<file path="src/rtl/rx_frame_ctrl.sv">
// rx_frame_ctrl: sync hunt, length/payload framing and receiver flush.
// Define FRAME_CHECKSUM_EN to append and verify a mod-256 checksum byte.
module rx_frame_ctrl #(
  parameter logic [15:0] SYNC_WORD   = 16'hA5C3,
  parameter int          MAX_LEN     = 32,
  parameter int          TIMEOUT_CYC = 1024,
  parameter int          FLUSH_CYC   = 4
) (
  input  logic       clk,
  input  logic       rst_n,
  input  logic       enable,
  input  logic       bit_in,
  input  logic       bit_valid,
  output logic       rx_rst,
  output logic [7:0] byte_out,
  output logic       byte_valid,
  input  logic       byte_ready,
  output logic       frame_start,
  output logic       frame_done,
  output logic       frame_err,
  output logic [1:0] err_code,
  output logic       busy
);
  localparam int BW = $clog2(MAX_LEN + 1);
  localparam int TW = $clog2(TIMEOUT_CYC + 1);
  localparam int FW = $clog2(FLUSH_CYC + 1);
  localparam logic [BW-1:0] B_ONE = BW'(1);
  localparam logic [TW-1:0] T_ONE = TW'(1);
  localparam logic [TW-1:0] T_MAX = TW'(TIMEOUT_CYC - 1);
  localparam logic [FW-1:0] F_ONE = FW'(1);
  localparam logic [FW-1:0] F_MAX = FW'(FLUSH_CYC - 1);
  localparam logic [7:0]    L_MAX = 8'(MAX_LEN);

  typedef enum logic [2:0] {
    S_IDLE,
    S_FLUSH,
    S_HUNT,
    S_LEN,
    S_PAY,
`ifdef FRAME_CHECKSUM_EN
    S_CHK,
`endif
    S_DONE,
    S_ERR
  } state_t;

  state_t state, nxt;

  logic [15:0]   sync_sr;
  logic [6:0]    dsh;
  logic [2:0]    bitcnt;
  logic [BW-1:0] len_q;
  logic [BW-1:0] bcnt;
  logic [TW-1:0] tmo;
  logic [FW-1:0] fcnt;
`ifdef FRAME_CHECKSUM_EN
  logic [7:0]    csum;
`endif

  logic [15:0] sync_nx;
  logic [7:0]  byte_nx;
  logic        last_bit;
  logic        last_byte;
  logic        tmo_hit;
  logic        in_frame;
  logic        sync_hit;
  logic        ld_byte;
  logic        go_err;
  logic [1:0]  err_nx;

  assign sync_nx   = {sync_sr[14:0], bit_in};
  assign byte_nx   = {dsh, bit_in};
  assign last_bit  = bit_valid && (bitcnt == 3'd7);
  assign last_byte = (bcnt == len_q - B_ONE);
  assign tmo_hit   = !bit_valid && (tmo == T_MAX);
`ifdef FRAME_CHECKSUM_EN
  assign in_frame  = (state == S_LEN) || (state == S_PAY) ||
                     (state == S_CHK);
`else
  assign in_frame  = (state == S_LEN) || (state == S_PAY);
`endif

  // state register
  always_ff @(posedge clk or negedge rst_n) begin
    if (!rst_n) state <= S_IDLE;
    else        state <= nxt;
  end

  // next state, control strobes and state-decoded outputs
  always_comb begin
    nxt        = state;
    sync_hit   = 1'b0;
    ld_byte    = 1'b0;
    go_err     = 1'b0;
    err_nx     = err_code;
    rx_rst     = (state == S_FLUSH);
    frame_done = (state == S_DONE);
    frame_err  = (state == S_ERR);
    busy       = (state != S_IDLE) && (state != S_HUNT);
    if (!enable) begin
      nxt = S_IDLE;
    end else begin
      unique case (state)
        S_IDLE:  nxt = S_FLUSH;
        S_FLUSH: if (fcnt == F_MAX) nxt = S_HUNT;
        S_HUNT: begin
          if (bit_valid && sync_nx == SYNC_WORD) begin
            nxt      = S_LEN;
            sync_hit = 1'b1;
          end
        end
        S_LEN: begin
          if (tmo_hit) begin
            go_err = 1'b1;
            err_nx = 2'd1;
          end else if (last_bit) begin
            if (byte_nx == 8'd0 || byte_nx > L_MAX) begin
              go_err = 1'b1;
              err_nx = 2'd0;
            end else begin
              nxt = S_PAY;
            end
          end
        end
        S_PAY: begin
          if (tmo_hit) begin
            go_err = 1'b1;
            err_nx = 2'd1;
          end else if (last_bit) begin
            if (byte_valid && !byte_ready) begin
              go_err = 1'b1;
              err_nx = 2'd2;
            end else begin
              ld_byte = 1'b1;
`ifdef FRAME_CHECKSUM_EN
              if (last_byte) nxt = S_CHK;
`else
              if (last_byte) nxt = S_DONE;
`endif
            end
          end
        end
`ifdef FRAME_CHECKSUM_EN
        S_CHK: begin
          if (tmo_hit) begin
            go_err = 1'b1;
            err_nx = 2'd1;
          end else if (last_bit) begin
            if (byte_nx == csum) begin
              nxt = S_DONE;
            end else begin
              go_err = 1'b1;
              err_nx = 2'd3;
            end
          end
        end
`endif
        S_DONE:  nxt = S_FLUSH;
        S_ERR:   nxt = S_FLUSH;
        default: nxt = S_IDLE;
      endcase
      if (go_err) nxt = S_ERR;
    end
  end

  // framing datapath, output register and counters
  always_ff @(posedge clk or negedge rst_n) begin
    if (!rst_n) begin
      sync_sr     <= '0;
      dsh         <= '0;
      bitcnt      <= '0;
      len_q       <= '0;
      bcnt        <= '0;
      tmo         <= '0;
      fcnt        <= '0;
      byte_out    <= '0;
      byte_valid  <= 1'b0;
      frame_start <= 1'b0;
      err_code    <= '0;
`ifdef FRAME_CHECKSUM_EN
      csum        <= '0;
`endif
    end else begin
      frame_start <= sync_hit;
      if (go_err) err_code <= err_nx;
      if (!enable)
        byte_valid <= 1'b0;
      else if (ld_byte) begin
        byte_out   <= byte_nx;
        byte_valid <= 1'b1;
      end else if (byte_valid && byte_ready)
        byte_valid <= 1'b0;
      if (state == S_IDLE || state == S_FLUSH)
        sync_sr <= '0;
      else if (state == S_HUNT && bit_valid)
        sync_sr <= sync_nx;
      if (state == S_FLUSH) fcnt <= fcnt + F_ONE;
      else                  fcnt <= '0;
      if (sync_hit) begin
        dsh    <= '0;
        bitcnt <= '0;
        bcnt   <= '0;
        tmo    <= '0;
`ifdef FRAME_CHECKSUM_EN
        csum   <= '0;
`endif
      end else if (in_frame) begin
        if (bit_valid) begin
          dsh    <= byte_nx[6:0];
          bitcnt <= bitcnt + 3'd1;
          tmo    <= '0;
        end else if (!tmo_hit) begin
          tmo <= tmo + T_ONE;
        end
      end
      if (state == S_LEN && last_bit)
        len_q <= byte_nx[BW-1:0];
      if (ld_byte) begin
        bcnt <= bcnt + B_ONE;
`ifdef FRAME_CHECKSUM_EN
        csum <= csum + byte_nx;
`endif
      end
    end
  end

endmodule
</file>
<file path="config.mk">
export PLATFORM = sky130hd
export DESIGN_NAME = rx_frame_ctrl
export DESIGN_NICKNAME = d
export VERILOG_FILES = /design/src/rtl/rx_frame_ctrl.sv
export SDC_FILE = /design/constraint.sdc
export NUM_CORES = 1
export LEC_CHECK = 0
export ABC_AREA = 1
export CAP_MARGIN = 40
export CORE_ASPECT_RATIO = 0.7
export CORE_MARGIN = 1.5
export CORE_UTILIZATION = 50
export CTS_CLUSTER_DIAMETER = 50
export CTS_CLUSTER_SIZE = 20
export DETAILED_ROUTE_END_ITERATION = 10
export PLACE_DENSITY = 0.7
export SLEW_MARGIN = 20
export SYNTH_ARGS = -nofsm -noshare
export SYNTH_HDL_FRONTEND = slang
export SYNTH_SLANG_ARGS = --single-unit
</file>
<file path="constraint.sdc">
create_clock -name clk -period 1.8 [get_ports clk]
set_clock_uncertainty 0.2 [all_clocks]
set_input_delay 0.27 -clock clk [delete_from_list [all_inputs] [get_ports clk]]
set_output_delay 0.27 -clock clk [all_outputs]
set_load 0.01 [all_outputs]
</file>
==> metrics.txt, run 1 <==
worst skew pair latency=340 ps; post-synthesis net count=around 440; failing checks=negative setup slack; Starting Density=between 50 and 60%; Syn-to-layout area delta=42.7%; Die Y=72.0 um; CTS Buffer Depth=2; Buffers on Ports=21; Detail Route Antenna Nets=0; per-cell routed wire length=13.6 um; Finish-stage setup viols=26; 1st-iter DRT viols=169; max_cap viols=0; Diodes inserted=0; Hold Startpoint=fcnt[0]; chip width=102 um; Mapped Cells=429; Main synth FF type=dfrtp_1; share of layout cells above drive strength 1=33.6%; status=complete, but fails checks; RSZ-0062 raised after global routing=yes; sequential share of the synthesized area=48.5%; IR Drop Worst-Case VDD=roughly 760 uV; Root Driver=clkbuf_8; crit path DAT=2060 ps; slowest stage delay, CP=410 ps; EDFF count, synth=0; Setup crit start=sync_sr[10]; Post-DP HPWL=between 5000 and 6000 um; DIE AREA=7320 um2; Cell Area, Synth=3400 um2; core area=6400 um2; # IOs=22; CP cell instances=nor4_4 -> nand3_2 -> nor2_4 -> nand3_4 -> a21oi_4 -> buf_6 -> nand2_8 -> nand2_4 -> o21ai_2; Fin. Hold Viols=0; Num CTS Buffers=9; Crit. End Element=flop; first-pass GRT wire length=between 10000 and 15000 um; Power Dens Cells=~1100 nW/um2; Startpoint Class=flop; initial antenna violation count=0; clk sinks=66; static leakage=2.35 nW; H-tree depth=3; clock-pin slew on the worst setup and hold paths=70 ps; required time of the worst setup path=between 1500 and 2000 ps; Finished Core Util=75.9%; routability cong.=0.839; via density per instance=4.95; drt first pass iters=5; FFs w/ async S/R, synth=100%; RR Startpoint=sync_sr[10]; Setup WS post-layout=-233 ps; CP top delay family=simple AND/OR/NAND/NOR gates; CP max stage cell=dfrtp_1; grt ovf=0; largest net degree at the start of global routing=67; total global-route track usage=24.3%; Ys Warns=0; slew margin rel.=76.1%; site row count=24; f_max=about 500 MHz; Tmin final=around 2000 ps; Synth Register Bits=66; fin crit share=113%; post-synth cell types=35; fin nets=approximately 540; CTS tree=done; Slew @ Worst Pin=359 ps; final WL=8510 um; Setup CP Type=reg2reg; Max Fanout on Critical Path=6; CP bufs+invs=1; number of global-route vias before repair=between 3000 and 4000; Worst Hold Class=reg2reg; DR vias=3097; max-slew violation count=0; Syn Area/Cell=7.94 um2; Residual DRC=0; DP Worst Slack=-444 ps
## sequential cells by signal (all words and copies together), names as in the netlist
| name | flops |
|---|---|
| frame_start | 1 |
| byte_valid | 1 |
| len_q | 6 |
| bcnt | 6 |
| fcnt | 3 |
| sync_sr | 15 |
| err_code | 2 |
| dsh | 7 |
| byte_out | 8 |
| state | 3 |
| bitcnt | 3 |
| tmo | 11 |
## layout by cell type (no fill, tap or decap), types with 4 or more instances in the layout
cell	n
nand3_2	4
xor2_1	8
o21ai_2	8
dfrtp_1	65
nor2_1	29
clkbuf_8	10
nor2_2	5
nand2_1	85
buf_4	64
nor2_4	5
nor3_1	4
clkdlybuf4s50_1	16
nand2_2	17
inv_2	12
inv_1	62
nand2_4	10
o21ai_1	22
nand3_1	20
o22ai_1	16
buf_6	7
o21ai_0	9
a21oi_1	4
## synthesized netlist by cell type, types with 2 or more instances
master / count / area share (%)
dfrtp_1: 66 / 49
xor2_1: 8 / 2.1
nor2_1: 36 / 4.0
clkbuf_1: 3 / 0.33
inv_2: 7 / 0.77
nor3_1: 6 / 0.88
nor3_2: 2 / 0.59
ha_1: 7 / 2.6
a21oi_1: 6 / 0.88
nand2_2: 5 / 0.92
buf_6: 2 / 0.66
o21ai_1: 17 / 2.5
buf_2: 2 / 0.29
nor4_1: 4 / 0.73
nand3_1: 24 / 3.5
o22ai_1: 17 / 3.1
o21ai_2: 2 / 0.51
o21ai_0: 20 / 2.9
nand2_1: 109 / 12
nor2_4: 2 / 0.66
inv_1: 68 / 7.5
nand4_1: 3 / 0.55
## cell type report
cell class              count  area, um2
clock buffers              11        141
clock inverters             5       77.6
fillers                   457       1540
inverters                  76        290
multi-input cells         280       1740
flip-flops and latches     66       1650
well taps                  91        114
repair buffers             97        840
## power by group
group | switching (W) | leakage [nW] | internal, W
clock | 0.000570 | 0.109 | 0.000814
sequential | 0.000178 | 0.871 | 0.00170
combinational | 0.00109 | 1.37 | 0.000902
## cell families after synthesis
| kind of cell | synth area share [%] |
|---|---|
| compound gates | 10.7 |
| xor+xnor | 2.06 |
| fa+ha+maj | 2.57 |
| buf+inv | 9.89 |
| flops | 48.5 |
| simple gates | 26.3 |
## timing repair
item | CTS | global route
pin swaps | 7 | 20
buffers inserted | 11 | 5
hold buffers | 1 | 0
cloned | 3 | 2
gates resized for setup | 50 | 65
setup endpoints to repair | 36 | 50
hold endpoints to repair | 66 | 0
## worst paths after layout
path	depth (start not counted)	end	slack, ps
max in group asynchronous	3	state[2]	800
setup / recovery	9	dsh[0]	-230
hold / removal	1	fcnt[0]	230
hold reg to reg	1	fcnt[0]	230
min in group asynchronous	3	byte_out[3]	290
setup reg to reg	9	dsh[0]	-230
## layer usage
| layer | vias to the layer above | GRT usage, % | wire length (um) |
|---|---|---|---|
| li1 | 1575 | - | - |
| met1 | 1453 | 35.1 | 4170 |
| met2 | 55 | 36.9 | 3960 |
| met3 | 14 | 5.78 | 286 |
| met4 | 0 | 6.64 | 100 |
| met5 | - | 0 | 0 |
## per-stage QoR
stage	TNS, ps	instances	instance area [um2]	power [W]	hold slack, ps
3_5_place_dp	-15350	592	4170	0.00348	122
6_report	-4460	626	4860	0.00526	229
5_1_grt	-7270	626	4860	0.00557	282
3_3_place_gp	-14890	592	4170	0.00344	118
2_1_floorplan	-38.0	429	3420	0.00276	-226
4_1_cts	-3730	622	4630	0.00512	230
(Power assumes the default switching activity.)
==> run 2: changes to the inputs <==
--- a/config.mk
+++ b/config.mk
@@ -13,7 +13,7 @@
 export CTS_CLUSTER_DIAMETER = 50
 export CTS_CLUSTER_SIZE = 20
 export DETAILED_ROUTE_END_ITERATION = 10
-export PLACE_DENSITY = 0.7
+export PLACE_DENSITY = 0.67
 export SLEW_MARGIN = 20
 export SYNTH_ARGS = -nofsm -noshare
 export SYNTH_HDL_FRONTEND = slang
==> constraint.sdc (replaced) <==
create_clock -name clk -period 2.5 [get_ports clk]
set_clock_uncertainty 0.2 [all_clocks]
set_input_delay 0.375 -clock clk [delete_from_list [all_inputs] [get_ports clk]]
set_output_delay 0.375 -clock clk [all_outputs]
set_load 0.01 [all_outputs]
==> metrics.txt, run 2 (synthesis results as in run 1) <==
status=complete, no violations; Biggest register=sync_sr; RSZ-0062 raised after global routing=no; commonest non-fill, non-tap cell in the layout=nand2_1; CTS tree=done; Detail Route Antenna Nets=0; largest net degree at the start of global routing=between 60 and 70; fin crit share=88.9%; grt ovf=0; fin nets=473; Fin. Hold Viols=0; Setup WS post-layout=277 ps; max reg flops=15; required time of the worst setup path=approximately 1900 ps; Starting Density=between 50% and 60%; Startpoint Class=flop; f_max=about 450 MHz; Max Fanout on Critical Path=5; site row count=24; per-cell routed wire length=between 10 and 15 um; Diodes inserted=0; Die Y=72.0 um; # IOs=22; most frequent cells in the layout=109 x nand2_1, 68 x inv_1, 66 x dfrtp_1, 36 x nor2_1, 24 x nand3_1; Slew @ Worst Pin=348 ps; total global-route track usage=21.2%; DIE AREA=roughly 7300 um2; post-CTS setup repair buffer count=0; final WL=between 6000 and 7000 um; H-tree depth=3; Tmin final=2220 ps; drt first pass iters=4; CP max stage cell=clkdlybuf4s50_1; 1st-iter DRT viols=128; Post-DP HPWL=roughly 4900 um; CP cell instances=inv_1 -> nand2_2 -> nor2_1 -> clkdlybuf4s50_1; Num CTS Buffers=9; Syn-to-layout area delta=16.5%; cts hold-fix bufs=1; Power Dens Cells=810 nW/um2; post_cts resized=0; Finish-stage setup viols=0; worst skew pair latency=340 ps; clk sinks=66; number of global-route vias before repair=2486; DR vias=about 2700; Residual DRC=0; Setup CP Type=reg2out; static leakage=between 1.5 and 2 nW; via density per instance=around 4.9; crit path DAT=1650 ps; chip width=102 um; max_cap viols=0; IR Drop Worst-Case VDD=~540 uV; max-slew violation count=0; Worst Hold Class=reg2reg; Buffers on Ports=21; clock-pin slew on the worst setup and hold paths=70 ps; DP Worst Slack=-0.350 ps; slowest stage delay, CP=540 ps; Root Driver=clkbuf_8; biggest regs=sync_sr x15, tmo x11, byte_out x8; Crit. End Element=output pin; core area=6400 um2; slew margin rel.=76.6%; CTS Buffer Depth=2; routability cong.=0.904; reg2reg setup slack=between 200 and 300 ps; first-pass GRT wire length=12000 um; Pwr Total=around 0.0032 W; initial antenna violation count=0; share of layout cells above drive strength 1=10.1%
run 2: cell count changes in the layout (fill, tap and decap cells not counted), sizes merged:
cell           before  now
clkbuf             15   10
nand2             115  114
clkinvlp            1    2
buf                76    7
clkdlybuf4s50      16   20
run 2: worst paths after layout:
| kind | from | end | cells past startpoint |
|---|---|---|---|
| min reg2reg | fcnt[0] | fcnt[0] | 1 |
| max | state[1] | frame_done | 4 |
| min | fcnt[0] | fcnt[0] | 1 |
| max in group asynchronous | rst_n | sync_sr[13] | 3 |
| min in group asynchronous | rst_n | byte_out[3] | 3 |
| max reg2reg | tmo[0] | state[2] | 14 |
run 2: worst max-delay path: cells and delay by family, from the launching register on:
family,cells,cell delay (ps)
simple gates,2,200
buf+inv,2,680
flops,1,430
run 2: where the power goes:
part / internal, W / switching, W
registers: 0.00123 / 0.000141
logic: 0.000306 / 0.000533
clock network: 0.000590 / 0.000419
total: 0.00212 / 0.00109
run 2: cell type report:
type | instances | area (um2)
Clock buffer | 10 | 138
Clock inverter | 6 | 88.8
Timing Repair Buffer | 28 | 273
Sequential cell | 66 | 1650
Multi-Input combinational cell | 279 | 1420
Fill cell | 572 | 2430
Inverter | 76 | 285
Tap cell | 91 | 114
run 2: layer usage:
layer	GRT usage [%]	vias up	share of wire (%)
li1	-	1428	-
met1	31.9	1254	52
met2	30.7	36	44
met3	4.91	4	3.1
met4	6.02	0	0.66
met5	0	-	0
run 2: through the flow:
stage	hold WS [ps]	cells	util, %	area, um2	setup TNS, ps
3_3_place_gp	222	539	58.3	3730	0
5_1_grt	269	556	62.0	3970	0
4_1_cts	245	556	62.0	3970	0
2_1_floorplan	-121	429	-	3400	0
6_report	240	556	62.0	3970	0
3_5_place_dp	218	539	58.3	3730	-0.350
==> run 3: changes to the inputs <==
--- a/config.mk
+++ b/config.mk
@@ -13,6 +13,7 @@
 export CTS_CLUSTER_DIAMETER = 50
 export CTS_CLUSTER_SIZE = 20
 export DETAILED_ROUTE_END_ITERATION = 10
+export GPL_TIMING_DRIVEN = 0
 export PLACE_DENSITY = 0.67
 export SLEW_MARGIN = 20
 export SYNTH_ARGS = -nofsm -noshare
==> metrics.txt, run 3 (synthesis results as in run 1) <==
required time of the worst setup path=approximately 2500 ps; grt ovf=0; DP Worst Slack=-129 ps; Post-DP HPWL=slightly above 5000 um; number of global-route vias before repair=2670; crit path DAT=2300 ps; drt first pass iters=4; Fin. Hold Viols=0; slew margin rel.=69.3%; via density per instance=5.01; Power Dens Cells=846 nW/um2; Logic pwr share=24.9%; chip width=102 um; CP max stage cell=clkdlybuf4s50_1; Starting Density=53.2%; worst skew pair latency=340 ps; CTS tree=done; Num CTS Buffers=9; Buffers on Ports=21; routability cong.=~0.81; max-slew violation count=0; Crit. End Element=flop; Setup CP Type=in2reg; Sw Ratio=32.4%; core area=6400 um2; IR Drop Worst-Case VDD=446 uV; Finished Core Util=63.0%; Pwr Total=0.00341 W; clk sinks=66; fin nets=476; fraction of power consumed by sequential logic=40.0%; status=complete, no violations; max reg flops=15; max_cap viols=0; site row count=24; f_max=439 MHz; commonest non-fill, non-tap cell in the layout=nand2_1; per-cell routed wire length=12.5 um; Clk pwr share=approximately a third; Die Y=72.0 um; Detail Route Antenna Nets=0; static leakage=1.93 nW; Residual DRC=0; Setup WS post-layout=222 ps; Placed Instances=542; RSZ-0062 raised after global routing=no; internal power=about 0.0023 W; post_cts resized=0; H-tree depth=3; biggest regs=sync_sr x15, tmo x11, byte_out x8; 1st-iter DRT viols=128; first-pass GRT wire length=12200 um; final cell count without fillers=559; Diodes inserted=0; share of layout cells above drive strength 1=roughly a tenth; Tmin final=2280 ps; most frequent cells in the layout=109 x nand2_1, 68 x inv_1, 66 x dfrtp_1, 36 x nor2_1, 24 x nand3_1; slowest stage delay, CP=660 ps; CP top delay family=simple AND/OR/NAND/NOR gates; Root Driver=clkbuf_8; Startpoint Class=primary input; clock-pin slew on the worst setup and hold paths=70 ps; Slew @ Worst Pin=460 ps; Finish-stage setup viols=0; Sw Pwr=0.00110 W; final WL=7000 um; CTS Buffer Depth=2; initial antenna violation count=0; DIE AREA=around 7300 um2; DR vias=2802; Syn-to-layout area delta=18.3%; total global-route track usage=21.5%; CP cell instances=clkdlybuf4s50_1 -> nand4_1 -> nor3_1 -> nand3_4 -> a21oi_4 -> nand2_2 -> buf_6 -> nand2_1 -> o21ai_1; Biggest register=sync_sr; largest net degree at the start of global routing=47; fin crit share=91.1%; CP bufs+invs=2; Worst Hold Class=reg2reg; Max Fanout on Critical Path=10; # IOs=22
run 3: cell count changes in the layout (fill, tap and decap cells not counted), sizes merged:
| cell | previous run | this run |
|---|---|---|
| clkinvlp | 2 | 0 |
| bufinv | 2 | 4 |
| clkbuf | 10 | 13 |
run 3: final timing paths:
path / startpoint / endpoint / slack, ps / depth (start not counted)
worst max-delay path: bit_valid / dsh[4] / 220 / 9
worst min-delay path: fcnt[0] / fcnt[0] / 230 / 1
worst max register to register: tmo[0] / state[2] / 270 / 14
worst min register to register: fcnt[0] / fcnt[0] / 230 / 1
max in group asynchronous: rst_n / tmo[6] / 1330 / 3
min in group asynchronous: rst_n / byte_out[7] / 250 / 2
run 3: layout make-up:
class | count | area (um2)
inverter | 76 | 285
tap | 91 | 114
timing repair buffer | 23 | 245
clock inverter | 6 | 138
buffer | 8 | 51.3
clock buffer | 10 | 128
fill | 555 | 2370
multi-input combinational | 279 | 1420
sequential | 66 | 1650
run 3: power groups by stage:
stage | registers (W) | clock network (W) | logic (W)
after floorplan | 0.00135 | 0 | 0.000625
after global placement | 0.00137 | 0 | 0.000823
after detailed placement | 0.00138 | 0 | 0.000842
after CTS | 0.00136 | 0.00121 | 0.000851
after global routing | 0.00139 | 0.00126 | 0.000970
final | 0.00136 | 0.00120 | 0.000848
run 3: stage by stage:
step | cell area [um2] | TNS, ps | hold slack, ps
final | 4030 | 0 | 232
after CTS | 4030 | 0 | 240
after detailed placement | 3750 | -2050 | 89.2
after floorplan | 3400 | 0 | -121
after global routing | 4030 | 0 | 251
after global placement | 3730 | -91600 | 223
run 3: routing by layer:
layer	track usage (%)	up-vias	wire [um]
met2	34.1	39	3200
met1	29.3	1329	3480
met3	5.59	7	239
met4	6.48	0	68
li1	-	1427	-
met5	0	-	0
run 3: repair_timing:
action	4_1_cts	5_1_grt
hold buffers	1	0
setup buffers	0	0
setup endpoints to repair	0	0
hold endpoints to repair	20	0
==> RTL change (flow settings as in run 3) <==
The parameter `FLUSH_CYC` goes from 4 to 8.
--- a/src/rtl/rx_frame_ctrl.sv
+++ b/src/rtl/rx_frame_ctrl.sv
@@ -6,3 +6,3 @@
   parameter int          TIMEOUT_CYC = 1024,
-  parameter int          FLUSH_CYC   = 4
+  parameter int          FLUSH_CYC   = 8
 ) (
Function: changed (a bounded check fails within 10 cycles, from zero or initial values and one cycle with rst_n low).
==> RTL change against run 3 <==
Sequential cell count rose by 1; design area rose by 0.43%; global-route usage rose by 1.4 points; area after synthesis rose by 2.6%; maximum frequency fell by 3.3%; setup slack got worse by 0.077 ns; utilization fell by 3.1 points; total power fell by 4.5%; non-clock buffer count rose by 1; routed wire length rose by 8.7%; critical path depth fell by 5.
==> RTL change: results (changes against run 3) <==
Parameter                              Value

Timing
  Final worst-path cycle share    0.9419 (+0.03076)
  Worst slew slack as a fraction of its limit    0.6594 (-0.03393)
  Hold slack final    0.1426 ns (-0.08974 ns)

Placed design
  Gp weighted congestion    0.8105 (about the same)
  HPWL Detailed    5.462 mm (+8.1%)
  Count of buffers inserted at the top-level ports    19 (-9.5%)
  Number of cells after detailed placement    539 (-0.55%)

Global routing
  Global routing usage on met2    0.3370 (-0.004493)
  Global routing usage summed across all routing layers    0.2289 (+0.01395)
  GR Layer Usage met3    0.05460 (-0.001279)
  Met1 routing resource usage after global routing    0.3311 (+0.03837)
  First-pass GRT wire length    12.93 mm (+6.1%)
  Vias in the first global route    2681 (+0.41%)

Pwr
  Int Pwr    2.102 mW (-8.7%)
  Static Leak    1.872 nW (-2.8%)
  Overall power    3.255 mW (-4.5%)
  Gate power share    0.275 (+0.026)
  Maximum vdd drop    518.4 uV (+16%)

Final layout
  Fill cell count    623 (+12%)
  Layout cell share with drive strength beyond 1    0.1255 (+0.02725)
  Final net count    469 (-1.5%)
  Layout Cell Area excl Fill    0.004046 sq mm (+0.43%)

Drt
  Wl on met1    3.887 mm (+12%)
  Routed wire length per instance    13.68 um (+9.3%)
  Total met2 wirelength after detailed routing    3.299 mm (+3.0%)
  Metal3 WL    311 um (+30%)

Critical path
  Highest cell delay on the worst timing path    0.57 ns (-0.09 ns)
  Reg-to-reg setup timing slack    0.29 ns (+0.02 ns)
  Highest net fanout along the worst path    5 (-5)

Logic synthesis
  Share of the yosys chip area belonging to registers    0.4799 (-0.005173)
  Ranking of synthesized cells by instance count    sky130_fd_sc_hd__nand2_1 (94), sky130_fd_sc_hd__dfrtp_1 (67), sky130_fd_sc_hd__inv_1 (53)
  Synth Area in Compound Gates    0.1125 (+0.005518)
  Main area contributors after synthesis    sky130_fd_sc_hd__dfrtp_1 (48%), sky130_fd_sc_hd__nand2_1 (10%), sky130_fd_sc_hd__inv_1 (5.7%)
  Synth Instances    425 (-0.93%)
  Number of distinct library cell variants in the gate-level netlist after synthesis    37 (+5.7%)
  Synthesized-area fraction occupied by xor and xnor cells    0.03009 (+0.009505)
  Adder-cell share of the synthesized area    0.02149 (-0.004236)

Hold path
  Hold/Removal Path Class    in -> reg

Clock tree
  Maximum level of the CTS H-tree    3 (unchanged)

Run status
  Run status    complete, no violations
==> RTL change: cell types whose count changed after synthesis, moves of 2 or more <==
cell | before | now
sky130_fd_sc_hd__nor2_2 | 1 | 3
sky130_fd_sc_hd__nor4_1 | 4 | 2
sky130_fd_sc_hd__xnor2_1 | 0 | 5
sky130_fd_sc_hd__nand3_1 | 24 | 34
sky130_fd_sc_hd__nand2_1 | 109 | 94
sky130_fd_sc_hd__nor2_1 | 36 | 34
sky130_fd_sc_hd__nand2_4 | 0 | 2
sky130_fd_sc_hd__o21ai_1 | 17 | 10
sky130_fd_sc_hd__o21ai_0 | 20 | 29
sky130_fd_sc_hd__nor2_4 | 2 | 0
sky130_fd_sc_hd__inv_2 | 7 | 9
sky130_fd_sc_hd__nand4_1 | 3 | 9
sky130_fd_sc_hd__inv_1 | 68 | 53
==> RTL change: repair_timing <==
action,CTS,global route
hold buffers,1,0
endpoints found under the setup margin,0,1
gates resized for setup,0,1
hold endpoints to repair,21,0
==> RTL change: area by class of cell <==
cell class,instances,share of cell area
Inverter,63,0.05844
Sequential cell,67,0.4143
Multi-Input combinational cell,284,0.3726
Clock inverter,6,0.01979
Timing Repair Buffer,21,0.05566
Buffer,11,0.01855
Clock buffer,10,0.03154
Tap cell,94,0.02907
==> RTL change: worst paths after layout <==
| check | to | depth (start not counted) | startpoint |
|---|---|---|---|
| min in group asynchronous | byte_out[2] | 2 | rst_n |
| max in group asynchronous | tmo[9] | 3 | rst_n |
| worst max-delay path | rx_rst | 4 | state[2] |
| worst min register to register | fcnt[0] | 1 | fcnt[0] |
| worst min-delay path | dsh[0] | 3 | bit_valid |
| worst max register to register | err_code[1] | 8 | tmo[0] |
